**config.mk**
```make
export PLATFORM = sky130hd
export DESIGN_NAME = pipe_stage_skid
export DESIGN_NICKNAME = d
export VERILOG_FILES = /design/src/rtl/pipe_pkg.sv /design/src/rtl/pipe_stage_skid.sv
export SDC_FILE = /design/constraint.sdc
export NUM_CORES = 1
export LEC_CHECK = 0
export ABC_AREA = 1
export CORE_UTILIZATION = 45
export CTS_CLUSTER_SIZE = 40
export DETAILED_ROUTE_END_ITERATION = 10
export HOLD_SLACK_MARGIN = 0.08
export PLACE_DENSITY = 0.76
export SLEW_MARGIN = 10
export SYNTH_ARGS = -nofsm -noshare
export SYNTH_HDL_FRONTEND = slang
export SYNTH_SLANG_ARGS = --single-unit
```
**constraint.sdc**
```tcl
create_clock -name clk -period 1.75 [get_ports clk]
set_input_delay 0.35 -clock clk [delete_from_list [all_inputs] [get_ports clk]]
set_output_delay 0.35 -clock clk [all_outputs]
set_load 0.02 [all_outputs]
```
**src/rtl/pipe_pkg.sv**
```systemverilog
// Shared pipeline-register definitions: control bit positions and data-bundle
// field layout for the ID/EX, EX/MEM and MEM/WB stage registers.
package pipe_pkg;

    // Stage-register occupancy, encoded as {m_valid, s_valid}; 2'b01 is unreachable.
    typedef enum logic [1:0] {
        ST_EMPTY = 2'b00,
        ST_ONE   = 2'b10,
        ST_FULL  = 2'b11
    } skid_state_e;

    // ID/EX control bundle
    localparam int IDEX_CTRL_W       = 9;
    localparam int IDEX_REG_DST      = 0;
    localparam int IDEX_ALU_SRC      = 1;
    localparam int IDEX_MEM_TO_REG   = 2;
    localparam int IDEX_REG_WRITE    = 3;
    localparam int IDEX_MEM_READ     = 4;
    localparam int IDEX_MEM_WRITE    = 5;
    localparam int IDEX_BRANCH       = 6;
    localparam int IDEX_ALU_OP_LSB   = 7;
    localparam int IDEX_ALU_OP_W     = 2;

    // EX/MEM control bundle
    localparam int EXMEM_CTRL_W      = 5;
    localparam int EXMEM_REG_WRITE   = 0;
    localparam int EXMEM_MEM_TO_REG  = 1;
    localparam int EXMEM_BRANCH      = 2;
    localparam int EXMEM_MEM_READ    = 3;
    localparam int EXMEM_MEM_WRITE   = 4;

    // MEM/WB control bundle
    localparam int MEMWB_CTRL_W      = 2;
    localparam int MEMWB_REG_WRITE   = 0;
    localparam int MEMWB_MEM_TO_REG  = 1;

    // EX/MEM data bundle layout, LSB first
    localparam int EXMEM_ZERO_LSB          = 0;
    localparam int EXMEM_ZERO_W            = 1;
    localparam int EXMEM_ALU_RESULT_LSB    = 1;
    localparam int EXMEM_ALU_RESULT_W      = 32;
    localparam int EXMEM_READ_DATA2_LSB    = 33;
    localparam int EXMEM_READ_DATA2_W      = 32;
    localparam int EXMEM_WRITE_REG_LSB     = 65;
    localparam int EXMEM_WRITE_REG_W       = 5;
    localparam int EXMEM_BRANCH_TARGET_LSB = 70;
    localparam int EXMEM_BRANCH_TARGET_W   = 32;
    localparam int EXMEM_DATA_W            = 102;

    function automatic logic [EXMEM_CTRL_W-1:0] pack_exmem_ctrl(
        input logic reg_write, input logic mem_to_reg, input logic branch,
        input logic mem_read, input logic mem_write);
        logic [EXMEM_CTRL_W-1:0] c;
        c = '0;
        c[EXMEM_REG_WRITE]  = reg_write;
        c[EXMEM_MEM_TO_REG] = mem_to_reg;
        c[EXMEM_BRANCH]     = branch;
        c[EXMEM_MEM_READ]   = mem_read;
        c[EXMEM_MEM_WRITE]  = mem_write;
        return c;
    endfunction

    function automatic logic [EXMEM_DATA_W-1:0] pack_exmem_data(
        input logic zero, input logic [31:0] alu_result, input logic [31:0] read_data2,
        input logic [4:0] write_reg, input logic [31:0] branch_target);
        logic [EXMEM_DATA_W-1:0] d;
        d = '0;
        d[EXMEM_ZERO_LSB]                                    = zero;
        d[EXMEM_ALU_RESULT_LSB +: EXMEM_ALU_RESULT_W]         = alu_result;
        d[EXMEM_READ_DATA2_LSB +: EXMEM_READ_DATA2_W]         = read_data2;
        d[EXMEM_WRITE_REG_LSB +: EXMEM_WRITE_REG_W]           = write_reg;
        d[EXMEM_BRANCH_TARGET_LSB +: EXMEM_BRANCH_TARGET_W]   = branch_target;
        return d;
    endfunction

endpackage

```
**src/rtl/pipe_stage_skid.sv**
```systemverilog
// Generic inter-stage pipeline register with valid/ready backpressure and a
// 2-entry skid buffer so in_ready is a pure register output.
module pipe_stage_skid
    import pipe_pkg::*;
#(
    parameter int CTRL_W     = EXMEM_CTRL_W,
    parameter int DATA_W     = EXMEM_DATA_W,
    parameter bit CLEAR_DATA = 1'b1
) (
    input  logic              clk,
    input  logic              reset,
    input  logic              flush,
    input  logic              in_valid,
    output logic              in_ready,
    input  logic [CTRL_W-1:0] in_ctrl,
    input  logic [DATA_W-1:0] in_data,
    output logic              out_valid,
    input  logic              out_ready,
    output logic [CTRL_W-1:0] out_ctrl,
    output logic [DATA_W-1:0] out_data,
    output logic [1:0]        occupancy
);

    // Handshake: a beat moves when valid and ready are both high at a rising
    // edge; valid never depends on ready and in_ready never depends on out_ready.
    logic              m_valid, s_valid, m_valid_n, s_valid_n;
    logic [CTRL_W-1:0] m_ctrl, s_ctrl, m_ctrl_n, s_ctrl_n;
    logic [DATA_W-1:0] m_data, s_data, m_data_n, s_data_n;
    logic              accept, emit;
    skid_state_e       state;

    assign state     = skid_state_e'({m_valid, s_valid});
    assign accept    = in_valid & in_ready;
    assign emit      = out_valid & out_ready;

    assign in_ready  = ~s_valid;
    assign out_valid = m_valid;
    assign out_ctrl  = m_valid ? m_ctrl : '0;
    assign out_data  = m_data;
    assign occupancy = {1'b0, m_valid} + {1'b0, s_valid};

    always_comb begin
        m_valid_n = m_valid;
        s_valid_n = s_valid;
        m_ctrl_n  = m_ctrl;
        s_ctrl_n  = s_ctrl;
        m_data_n  = m_data;
        s_data_n  = s_data;
        if (flush) begin
            // Anything accepted this cycle is dropped; an emitted beat is already gone.
            m_valid_n = 1'b0;
            s_valid_n = 1'b0;
            m_ctrl_n  = '0;
            s_ctrl_n  = '0;
            if (CLEAR_DATA) begin
                m_data_n = '0;
                s_data_n = '0;
            end
        end else begin
            case (state)
                ST_EMPTY: begin
                    if (accept) begin
                        m_valid_n = 1'b1;
                        m_ctrl_n  = in_ctrl;
                        m_data_n  = in_data;
                    end
                end
                ST_ONE: begin
                    if (accept && emit) begin
                        m_ctrl_n = in_ctrl;
                        m_data_n = in_data;
                    end else if (accept) begin
                        s_valid_n = 1'b1;
                        s_ctrl_n  = in_ctrl;
                        s_data_n  = in_data;
                    end else if (emit) begin
                        m_valid_n = 1'b0;
                    end
                end
                ST_FULL: begin
                    // Skid drains into main before any newer input is taken.
                    if (emit) begin
                        m_ctrl_n  = s_ctrl;
                        m_data_n  = s_data;
                        s_valid_n = 1'b0;
                    end
                end
                default: begin
                    m_valid_n = 1'b0;
                    s_valid_n = 1'b0;
                end
            endcase
        end
    end

    always_ff @(posedge clk) begin
        if (reset) begin
            m_valid <= 1'b0;
            s_valid <= 1'b0;
            m_ctrl  <= '0;
            s_ctrl  <= '0;
            m_data  <= '0;
            s_data  <= '0;
        end else begin
            m_valid <= m_valid_n;
            s_valid <= s_valid_n;
            m_ctrl  <= m_ctrl_n;
            s_ctrl  <= s_ctrl_n;
            m_data  <= m_data_n;
            s_data  <= s_data_n;
        end
    end

endmodule

```
Yosys cells after proc, flatten, opt, wreduce, memory -nomap -nowiden
Index checks and enable logic that the tools add are counted.
Operators by class
  $add $sub $neg: 1
  equal/unequal tests: 9
  muxes and demuxes: 16
  bitwise logic cells: 6
  reductions and logical operators: 8
Operators by type and width (count)
  $mux 102: 3
  $pmux 102 s3: 1
  $mux 5: 4
  $pmux 5 s3: 1
  $ne 2x2->1 const B: 7
  $reduce_and 4->1: 2
  $pmux 1 s3: 2
  $mux 1: 5
  $reduce_and 5->1: 1
  $eq 2x2->1 const B: 2
  $not 1->1: 4
  $reduce_and 3->1: 1
  $reduce_bool 3->1: 1
  $add 1x1->2: 1
  $and 1x1->1: 2
  $logic_not 2->1: 1
  $reduce_or 2->1: 1
  $logic_and 1x1->1: 1
Storage, ports and cells
  bits in registers: 216
  output and inout port bits: 111

Longest topological paths before layout
Gate-level depths: netlist (run 1).
  depth after elaboration: 5
  gate-level depth with buffers: 11

Least setup slack after synthesis (run 1)
Ideal clock, no wire load.
  path type: register to register
  start point: register m_valid, in the netlist out_valid
  end point: register m_data[36], in the netlist out_data[36]
  data arrival time: 1897 ps
  data required time: 1635 ps
  slack: -262 ps
  stages on the path, launching flop included: 11
  buffers on the path: 3
  clock period less this slack: 2012 ps
  cells stage by stage: dfxtp_1 buf_4 inv_1 ha_1 or2_1 nand2_2 buf_6 buf_2 nand3_1 nand2_1 nor2_1
On the way
  longest elaborated chain between the ends: 4
RTL lines
  from (decl): RTL line pipe_stage_skid.sv:26  | logic m_valid, s_valid, m_valid_n, s_valid_n;
  from (signal assigned): RTL line pipe_stage_skid.sv:105  | m_valid <= m_valid_n;
  $and 1x1->1: RTL line pipe_stage_skid.sv:34  | assign emit = out_valid & out_ready;
  $logic_and 1x1->1: RTL line pipe_stage_skid.sv:69  | if (accept && emit) begin
  $ne 2x2->1 (no line)
  $reduce_and 4->1 (no line)
  to (signal assigned): RTL line pipe_stage_skid.sv:109  | m_data <= m_data_n;
  to (decl): RTL line pipe_stage_skid.sv:28  | logic [DATA_W-1:0] m_data, s_data, m_data_n, s_data_n;
Several ways; a longest one is shown, not always the timed one.
A chain may end at the register's enable or synchronous reset.

Worst setup path after layout (run 1)
  start point: register m_valid, in the netlist out_valid
  end point: output occupancy[1]
On the way
  longest elaborated chain between the ends: 1
RTL lines
  $add 1x1->2: RTL line pipe_stage_skid.sv:40  | assign occupancy = {1'b0, m_valid} + {1'b0, s_valid};
  to (decl): RTL line pipe_stage_skid.sv:21  | output logic [1:0] occupancy
Every way passes these cells.

==> results.toml, run 1 <==
[critical_path]
timing.critical_path.max_delay_family = "flip-flops"
reg2reg_to = "out_data[88]"
reg2reg_slack_ps = 50
crit_fanout = 8
critical_path_required_ps = 1400
critPathMaxStageDelay_ps = 370
critPathBufInv = 2
setup.worst_path.start_class = "flop"
path_cells = "buf_4, ha_4, buf_6"
cp_data_arrival_time_ps = 1390
cpMaxStageDelayCell = "sky130_fd_sc_hd__dfxtp_4"
ff2ff_path_depth = 9
timing.setup.critical_path_class = "flop to output pin"
regToRegStartpoint = "out_valid"
timing.critical_path.to_type = "output pin"

[synth]
synth_edf_count = 0
synth_top_flop_cell = "sky130_fd_sc_hd__dfxtp_1"
synth.lib_cells_used.distinct = 26
ys_async_sr_fraction_pct = 0
synth_sequential_area_ratio_pct = 45.16
ys_seq_elements = 216
post_synth_instance_area_um2 = 9575
post_synth_inst_count = 1339
synth.avg_cell_area_um2 = 7.151
synth_nets = 1454
synthesis.yosys.warnings = 0

[cells_and_area]
design.final.nets = 1646
final_layout_size_suffix_gt1_share_pct = 8.010
layout.cells.most_common = "sky130_fd_sc_hd__nor2_1"
area.sequential_um2 = 4329
finalInstanceArea_um2 = 13070
areaGrowthSynthToFinish_pct = 36.44
multi_input_area_um2 = 4672
final_cell_mix = "sky130_fd_sc_hd__nor2_1, sky130_fd_sc_hd__nand2_1, sky130_fd_sc_hd__dfxtp_1, sky130_fd_sc_hd__clkdlybuf4s50_1, sky130_fd_sc_hd__a21oi_1"
fill_cells = 1813
antenna-diode-count = 0

[global_route]
grt_pass1_wl_um = 42570
grt.total_usage_pct = 23.40
grt_max_degree = 59
antenna_violations_before_repair = 1
number_of_global_route_vias_before_repair = 8504
grt-ovfl-total = 0

[routing]
vias_per_cell = 5.234
wl_um = 26700
wl_per_cell_um = 14.68
drc = 0
first_iter_violations = 674
num_vias = 9516
drt.antenna.violating_nets = 0
first_pass_iters = 5

[floorplanning]
boundaryPins = 223
core_area_um2 = 20560
fp-row-count = 52
floorplan.initialDensity_pct = 46.57
die_w_um = 147.9
die_area_um2 = 21870
dieHeight_um = 147.9

[sta]
timing_worst_slew_pin_value_ps = 363.1
clock.fmax_mhz = 575.1
period_minus_slack_ps = 1739
number_of_endpoints_failing_setup_at_the_final_stage = 0
final-max-slew-violation-count = 0
timing.max_slew.rel_slack_pct = 75.79
skew_ps = 9.710
grt_setup_unrepaired = "true"
finalHoldViolations = 0
final_critical_path_share_of_the_clock_period_pct = 99.35
post-route-worst-setup-slack_ps = 11.32

[pwr]
vdd_ir_drop_max_mv = 0.7118
leakage_nw = 5.847
power_density_nw_per_um2 = 983.2

[placed_design]
gp_congestion = 0.7735
port-buffer-count = 222
detailed_place_hpwl_um = 16570
pre_cts_slack_ps = -206.1
postPlaceCellArea_um2 = 12220

[worst_hold_path]
holdPathStages = 3
min_from = "in_data[91]"
min_to = "s_data[91]"
worst_hold_path_type = "input port to flop"

[clock_network]
numCtsBuffers = 23
clk_path_buf_depth = 3
count_of_h_tree_levels_built_during_cts = 1
cts_root_buffer = "sky130_fd_sc_hd__clkbuf_16"
cts.reportedPaths.clkPinSlew_ps = 60
clkLatencyLatePin_ps = 500
cts-hold-fix-buffers = 0
numClockSinks = 216
tritoncts_clock_tree = "done"

[outcome]
status = "finished, final reports clean"

[flow_run]
max_cap_violations = 0
[worst max-delay path by stage]
| stage | to | cells after the start | start | slack [ps] |
|---|---|---|---|---|
| after floorplan | out_data[36] | 10 | out_valid | 20 |
| after global placement | out_data[64] | 9 | in_valid | -130 |
| after detailed placement | out_data[70] | 9 | in_valid | -210 |
| after CTS | occupancy[0] | 3 | out_valid | -70 |
| after global routing | out_data[67] | 9 | out_valid | -20 |
| final | occupancy[1] | 3 | out_valid | 10 |
[area by class of cell]
class                           instances  share of cell area, %
Clock inverter                         11                 0.7087
Inverter                               12                 0.4118
Timing Repair Buffer                  282                  22.30
Multi-Input combinational cell        996                  35.76
Tap cell                              270                  2.586
Sequential cell                       216                  33.14
Clock buffer                           31                  5.095
[per-layer routing]
metal / share of wire, % / GRT usage, % / up-vias / routed length, um
met1: 44 / 30.56 / 4388 / 11780
li1: - / - / 4770 / -
met3: 7.5 / 4.568 / 40 / 1994
met4: 2.1 / 5.567 / 0 / 564
met5: 0 / 0 / - / 0
met2: 46 / 39.65 / 318 / 12360
[cells in the mapped netlist, types with 2 or more instances]
cell	count	share of area (%)
sky130_fd_sc_hd__o21ai_0	105	5.5
sky130_fd_sc_hd__a21boi_0	107	8.4
sky130_fd_sc_hd__inv_2	3	0.12
sky130_fd_sc_hd__nor2_1	325	13
sky130_fd_sc_hd__buf_4	10	0.78
sky130_fd_sc_hd__dfxtp_1	216	45
sky130_fd_sc_hd__ha_1	3	0.39
sky130_fd_sc_hd__nand3_2	2	0.21
sky130_fd_sc_hd__inv_1	8	0.31
sky130_fd_sc_hd__o21ai_1	4	0.21
sky130_fd_sc_hd__buf_2	48	2.5
sky130_fd_sc_hd__buf_6	8	0.94
sky130_fd_sc_hd__buf_1	9	0.35
sky130_fd_sc_hd__a21oi_1	109	5.7
sky130_fd_sc_hd__nand2_1	227	8.9
sky130_fd_sc_hd__clkbuf_1	39	1.5
sky130_fd_sc_hd__nand3_1	107	5.6
[what timing repair did]
action                     CTS  global route
gates cloned                 0             3
pin swaps                    1             2
setup endpoints to repair  146           188
setup buffers                2             8
hold endpoints to repair     0             0
resized for setup          136            22
[flip-flops by register name, summed over array words and instances (netlist names)]
register	flops
m_ctrl	5
out_data	102
out_valid	1
s_ctrl	5
s_data	102
s_valid	1
[tightest hold or removal path, delay by kind of cell]
kind                   cells  cell delay [ps]
and+or+nand+nor            2              150
buffers and inverters      1              410
[power by group]
| part | internal [mW] | switching [mW] | total, mW | leakage, nW |
|---|---|---|---|---|
| clock | 2.82 | 1.98 | 4.81 | 0.372 |
| combinational | 1.20 | 1.53 | 2.73 | 3.72 |
| sequential | 5.17 | 0.136 | 5.31 | 1.76 |
[cell families (layout without fill, tap and decap cells)]
logic type	count (synthesis)	in the layout	share of synthesized area, %
simple gates	668	668	28.00
compound gates	325	325	19.78
flops	216	216	45.16
buf+inv	127	336	6.664
fa+ha+maj	3	3	0.3920
[through the flow]
| step | std cells | TNS [ps] | power [mW] | hold slack (ps) | util [%] |
|---|---|---|---|---|---|
| global placement | 1764 | -11550 | 8.038 | 459.3 | 59.45 |
| floorplan | 1339 | 0 | 7.005 | 451.4 | - |
| global route | 1818 | -86.90 | 13.45 | 432.6 | 63.55 |
| finish | 1818 | 0 | 12.85 | 450.8 | 63.55 |
| detailed placement | 1764 | -21710 | 8.078 | 467.3 | 59.45 |
| CTS | 1808 | -72.49 | 12.78 | 434.2 | 62.80 |
Power figures use the tool's default switching activity.
==> inputs of run 2 (changes only) <==
--- a/config.mk
+++ b/config.mk
@@ -11,7 +11,7 @@
 export DETAILED_ROUTE_END_ITERATION = 10
 export HOLD_SLACK_MARGIN = 0.08
 export PLACE_DENSITY = 0.76
-export SLEW_MARGIN = 10
+export SKIP_LAST_GASP = 1
 export SYNTH_ARGS = -nofsm -noshare
 export SYNTH_HDL_FRONTEND = slang
 export SYNTH_SLANG_ARGS = --single-unit
==> run 2 against run 1 <==
Setup slack improved by 17 ps. Sequential cell count unchanged. Hold slack better by 0.59 ps. Via count rose by 0.94%. Power is 1.7% higher. Maximum frequency rose by 0.98%. Sequential share of layout area down 0.46 points. Combinational power up 7%. Critical path type unchanged.
==> results.toml, run 2 (synthesis results as in run 1) <==
[outcome]
status = "finished, final reports clean"

[sta]
final_critical_path_share_of_the_clock_period_pct = 98.39
clock.fmax_mhz = 580.8
timing_worst_slew_pin_value_ps = 363.6
timing.max_slew.rel_slack_pct = 75.76
skew_ps = 9.633
number_of_endpoints_failing_setup_at_the_final_stage = 0
finalHoldViolations = 0
grt_setup_unrepaired = "true"
post-route-worst-setup-slack_ps = 28.11
period_minus_slack_ps = 1722
final-max-slew-violation-count = 0

[cells_and_area]
area.sequential_um2 = 4329
design.final.nets = 1656
final_cell_mix = "sky130_fd_sc_hd__nor2_1, sky130_fd_sc_hd__nand2_1, sky130_fd_sc_hd__dfxtp_1, sky130_fd_sc_hd__clkdlybuf4s50_1, sky130_fd_sc_hd__a21oi_1"
areaGrowthSynthToFinish_pct = 38.36
multi_input_area_um2 = 4672
layout.cells.most_common = "sky130_fd_sc_hd__nor2_1"
post-route-util_pct = 64.44
antenna-diode-count = 0
final_layout_size_suffix_gt1_share_pct = 8.665
fill_cells = 1775

[critical_path]
reg2reg_slack_ps = 40
critPathMaxStageDelay_ps = 380
worst_setup_path_startpoint = "out_valid"
timing.setup.critical_path_class = "flop to output pin"
critPathBufInv = 2
setup.worst_path.start_class = "flop"
cpMaxStageDelayCell = "sky130_fd_sc_hd__dfxtp_4"
regToRegStartpoint = "out_valid"
critical_path_required_ps = 1400
timing.critical_path.to_type = "output pin"
timing.critical_path.max_delay_family = "flip-flops"
ff2ff_path_depth = 9
crit_fanout = 8
cp_data_arrival_time_ps = 1370
cpMostUsedCell = "sky130_fd_sc_hd__buf_6"
reg2reg_to = "out_data[22]"
path_cells = "buf_6, ha_4, buf_6"

[floorplanning]
dieHeight_um = 147.9
die_w_um = 147.9
fp-row-count = 52
core_area_um2 = 20560
boundaryPins = 223
floorplan.initialDensity_pct = 46.57
die_area_um2 = 21870

[routing]
num_vias = 9605
drc = 0
vias_per_cell = 5.254
drt.antenna.violating_nets = 0
first_iter_violations = 555
first_pass_iters = 5
wl_um = 27810
wl_per_cell_um = 15.21

[worst_hold_path]
min_to = "s_data[26]"
worst_hold_path_type = "input port to flop"
holdPathStages = 3
min_from = "in_data[26]"

[global_route]
number_of_global_route_vias_before_repair = 8509
grt.total_usage_pct = 23.41
grt_max_degree = 59
antenna_violations_before_repair = 1
grt_pass1_wl_um = 42590
grt-ovfl-total = 0

[placed_design]
detailed_place_hpwl_um = 16570
port-buffer-count = 222
pre_cts_slack_ps = -206.1
gp_congestion = 0.7735

[clock_network]
clkLatencyLatePin_ps = 500
count_of_h_tree_levels_built_during_cts = 1
numCtsBuffers = 23
cts.reportedPaths.clkPinSlew_ps = 60
numClockSinks = 216
cts_root_buffer = "sky130_fd_sc_hd__clkbuf_16"
tritoncts_clock_tree = "done"
clk_path_buf_depth = 3

[pwr]
vdd_ir_drop_max_mv = 0.7162
power_density_nw_per_um2 = 985.6
leakage_nw = 5.939

[flow_run]
max_cap_violations = 0
run 2: cell types whose count changed in the layout (fill, tap and decap cells not counted), sizes merged:
cell / change
buf: +6
clkbuf: +4
run 2: worst min-delay path, delay by kind of cell:
kind | cells | cell delay, ps
buffers and inverters | 1 | 410
and+or+nand+nor | 2 | 150
run 2: worst max-delay path by stage:
stage	depth (start not counted)	to	slack (ps)
after floorplan	10	out_data[36]	20
after global placement	9	out_data[64]	-130
after detailed placement	9	out_data[70]	-210
after CTS	3	occupancy[0]	-150
after global routing	9	out_data[67]	-50
final	3	occupancy[1]	30
run 2: cell type report:
type                            count  area share, %
Sequential cell                   216          32.68
Inverter                           12         0.4061
Timing Repair Buffer              292          23.38
Clock inverter                     11         0.6988
Tap cell                          270          2.550
Clock buffer                       31          5.024
Multi-Input combinational cell    996          35.26
run 2: per-layer routing:
layer	track usage, %	share of wire (%)	vias to the layer above
li1	-	-	4797
met1	30.56	44	4431
met2	39.67	47	333
met3	4.568	7.8	44
met4	5.567	2.0	0
met5	0	0	-
run 2: power breakdown:
group	switching (mW)	leakage, nW	internal (mW)
logic	1.58	3.81	1.33
clock network	2.01	0.372	2.82
registers	0.137	1.76	5.17
run 2: repair_timing:
| item | 4_1_cts | 5_1_grt |
|---|---|---|
| hold buffers | 0 | 0 |
| cloned | 0 | 9 |
| setup buffers | 2 | 11 |
| gates resized for setup | 130 | 30 |
| pin swaps | 1 | 5 |
| setup endpoints to repair | 146 | 220 |
run 2: metrics by stage:
| stage | hold WS [ps] | cells | cell area, um^2 | setup TNS [ps] | total power, mW |
|---|---|---|---|---|---|
| after floorplan | 451.4 | 1339 | 9595 | 0 | 7.005 |
| after global placement | 459.3 | 1764 | 12220 | -11550 | 8.038 |
| after detailed placement | 467.3 | 1764 | 12220 | -21710 | 8.078 |
| after CTS | 434.2 | 1808 | 12900 | -8747 | 12.78 |
| after global routing | 433.1 | 1828 | 13250 | -344.8 | 13.63 |
| final | 451.4 | 1828 | 13250 | 0 | 13.06 |
==> inputs of run 3 (changes only) <==
==> constraint.sdc (replaced) <==
create_clock -name clk -period 1.75 [get_ports clk]
set_input_delay 0.35 -clock clk [delete_from_list [all_inputs] [get_ports clk]]
set_output_delay 0.35 -clock clk [all_outputs]
set_load 0.05 [all_outputs]
==> run 3 against run 2 <==
First-iteration DRC count increased by 7.6%. Clock skew decreased by 2.9 ps. Cell count decreased by 0.82%. Non-clock buffer count decreased by 15. Count of clock-buffer cells in the layout increased by 7. Power increased by 1.7%. Largest power group unchanged.
==> results.toml, run 3 (synthesis results as in run 1) <==
[clock_network]
numCtsBuffers = 23
cts_root_buffer = "sky130_fd_sc_hd__clkbuf_16"
cts.reportedPaths.clkPinSlew_ps = 60
count_of_h_tree_levels_built_during_cts = 1
numClockSinks = 216
clk_path_buf_depth = 3
clkLatencyLatePin_ps = 500
tritoncts_clock_tree = "done"

[critical_path]
path_cells = "inv_2, ha_4, buf_12"
setup.worst_path.start_class = "flop"
critical_path.endpoint = "occupancy[0]"
ff2ff_path_depth = 9
reg2reg_to = "s_data[45]"
crit_fanout = 5
cp_data_arrival_time_ps = 1360
worst_setup_path_startpoint = "out_valid"
critical_path_required_ps = 1400
timing.setup.critical_path_class = "flop to output pin"
cpMaxStageDelayCell = "sky130_fd_sc_hd__dfxtp_4"
timing.critical_path.to_type = "output pin"
reg2reg_slack_ps = 50
regToRegStartpoint = "s_valid"
critPathMaxStageDelay_ps = 390

[routing]
vias_per_cell = 5.250
first_iter_violations = 597
wl_um = 27230
drc = 0
drt.antenna.violating_nets = 0
first_pass_iters = 5
num_vias = 9518
wl_per_cell_um = 15.02

[global_route]
grt.total_usage_pct = 23.35
number_of_global_route_vias_before_repair = 8544
grt-ovfl-total = 0
antenna_violations_before_repair = 0
grt_max_degree = 94
grt_pass1_wl_um = 42340

[sta]
period_minus_slack_ps = 1710
number_of_endpoints_failing_setup_at_the_final_stage = 0
clock.fmax_mhz = 584.7
timing_worst_slew_pin_value_ps = 368.8
final_critical_path_share_of_the_clock_period_pct = 97.73
post-route-worst-setup-slack_ps = 39.69
final-max-slew-violation-count = 0
skew_ps = 6.733
finalHoldViolations = 0
grt_setup_unrepaired = "true"
timing.max_slew.rel_slack_pct = 75.41
tns_ps = 0

[cells_and_area]
layout.cells.most_common = "sky130_fd_sc_hd__nor2_1"
areaGrowthSynthToFinish_pct = 35.99
fill_cells = 1819
design.final.nets = 1642
antenna-diode-count = 0
final_cell_mix = "sky130_fd_sc_hd__nor2_1, sky130_fd_sc_hd__nand2_1, sky130_fd_sc_hd__dfxtp_1, sky130_fd_sc_hd__buf_4, sky130_fd_sc_hd__clkdlybuf4s50_1"
final_layout_size_suffix_gt1_share_pct = 15.04
final_non_filler_cell_total = 1813

[floorplanning]
dieHeight_um = 147.9
floorplan.initialDensity_pct = 46.57
core_area_um2 = 20560
die_w_um = 147.9
fp-row-count = 52
die_area_um2 = 21870
boundaryPins = 223

[placed_design]
detailed_place_hpwl_um = 16830
pre_cts_slack_ps = -193.4
gp_congestion = 0.7910
numPlacedInstances = 1763
port-buffer-count = 222

[outcome]
status = "finished, final reports clean"

[worst_hold_path]
worst_hold_path_type = "input port to flop"
min_from = "in_data[91]"

[flow_run]
max_cap_violations = 0

[pwr]
leakage_nw = 5.610
power_density_nw_per_um2 = 1020
vdd_ir_drop_max_mv = 0.6620
[run 3: changes by cell type in the layout (fill, tap and decap cells not counted), moves of 5 or more]
| cell | before | now |
|---|---|---|
| sky130_fd_sc_hd__a21boi_0 | 105 | 93 |
| sky130_fd_sc_hd__nand3_2 | 2 | 13 |
| sky130_fd_sc_hd__nand3_1 | 107 | 96 |
| sky130_fd_sc_hd__clkbuf_1 | 2 | 7 |
| sky130_fd_sc_hd__buf_4 | 29 | 129 |
| sky130_fd_sc_hd__dlygate4sd2_1 | 104 | 0 |
| sky130_fd_sc_hd__a21boi_1 | 2 | 14 |
| sky130_fd_sc_hd__buf_12 | 24 | 19 |
[run 3: worst min-delay path by stage]
stage	end	slack, ps	cells after the start
2_1_floorplan	m_ctrl[4]	450	2
5_1_grt	s_ctrl[3]	460	3
3_3_place_gp	out_data[73]	460	2
6_report	s_data[91]	450	3
3_5_place_dp	out_data[84]	470	2
4_1_cts	s_data[76]	440	3
[run 3: final cells by class]
type,count,area (um^2),area share [%]
Inverter,12,56.30,0.4324
Timing Repair Buffer,277,2823,21.68
Clock buffer,38,723.2,5.554
Multi-Input combinational cell,997,4737,36.38
Clock inverter,3,15.01,0.1153
Sequential cell,216,4329,33.25
Tap cell,270,337.8,2.594
[run 3: power by group]
part	internal (mW)	switching, mW
logic	1.23	1.99
registers	5.18	0.147
clock network	2.80	1.93
[run 3: critical path, delay by kind of cell (launching register included)]
family,cells,cell delay (ps)
fa+ha+maj,1,280
flops,1,390
buf+inv,2,180
[run 3: metal layers]
metal	track usage, %	share of wire [%]	up-vias
met4	6.649	2.3	0
li1	-	-	4761
met1	30.95	43	4398
met3	4.753	7.6	41
met2	38.37	47	318
met5	0	0	-
[run 3: timing repair]
action | 4_1_cts | 5_1_grt
cloned | 0 | 5
hold buffers | 0 | 0
resized for setup | 2 | 30
buffers inserted | 3 | 1
pin swaps | 0 | 1
setup endpoints to repair | 8 | 100
[run 3: per-stage QoR]
step	cell area, um^2	hold slack (ps)	util (%)	power [mW]
floorplan	9701	451.4	-	7.509
global placement	12060	459.6	58.64	8.447
detailed placement	12060	469.0	58.64	8.489
CTS	12820	440.8	62.37	13.24
global route	13020	458.9	63.33	13.87
finish	13020	453.9	63.33	13.28
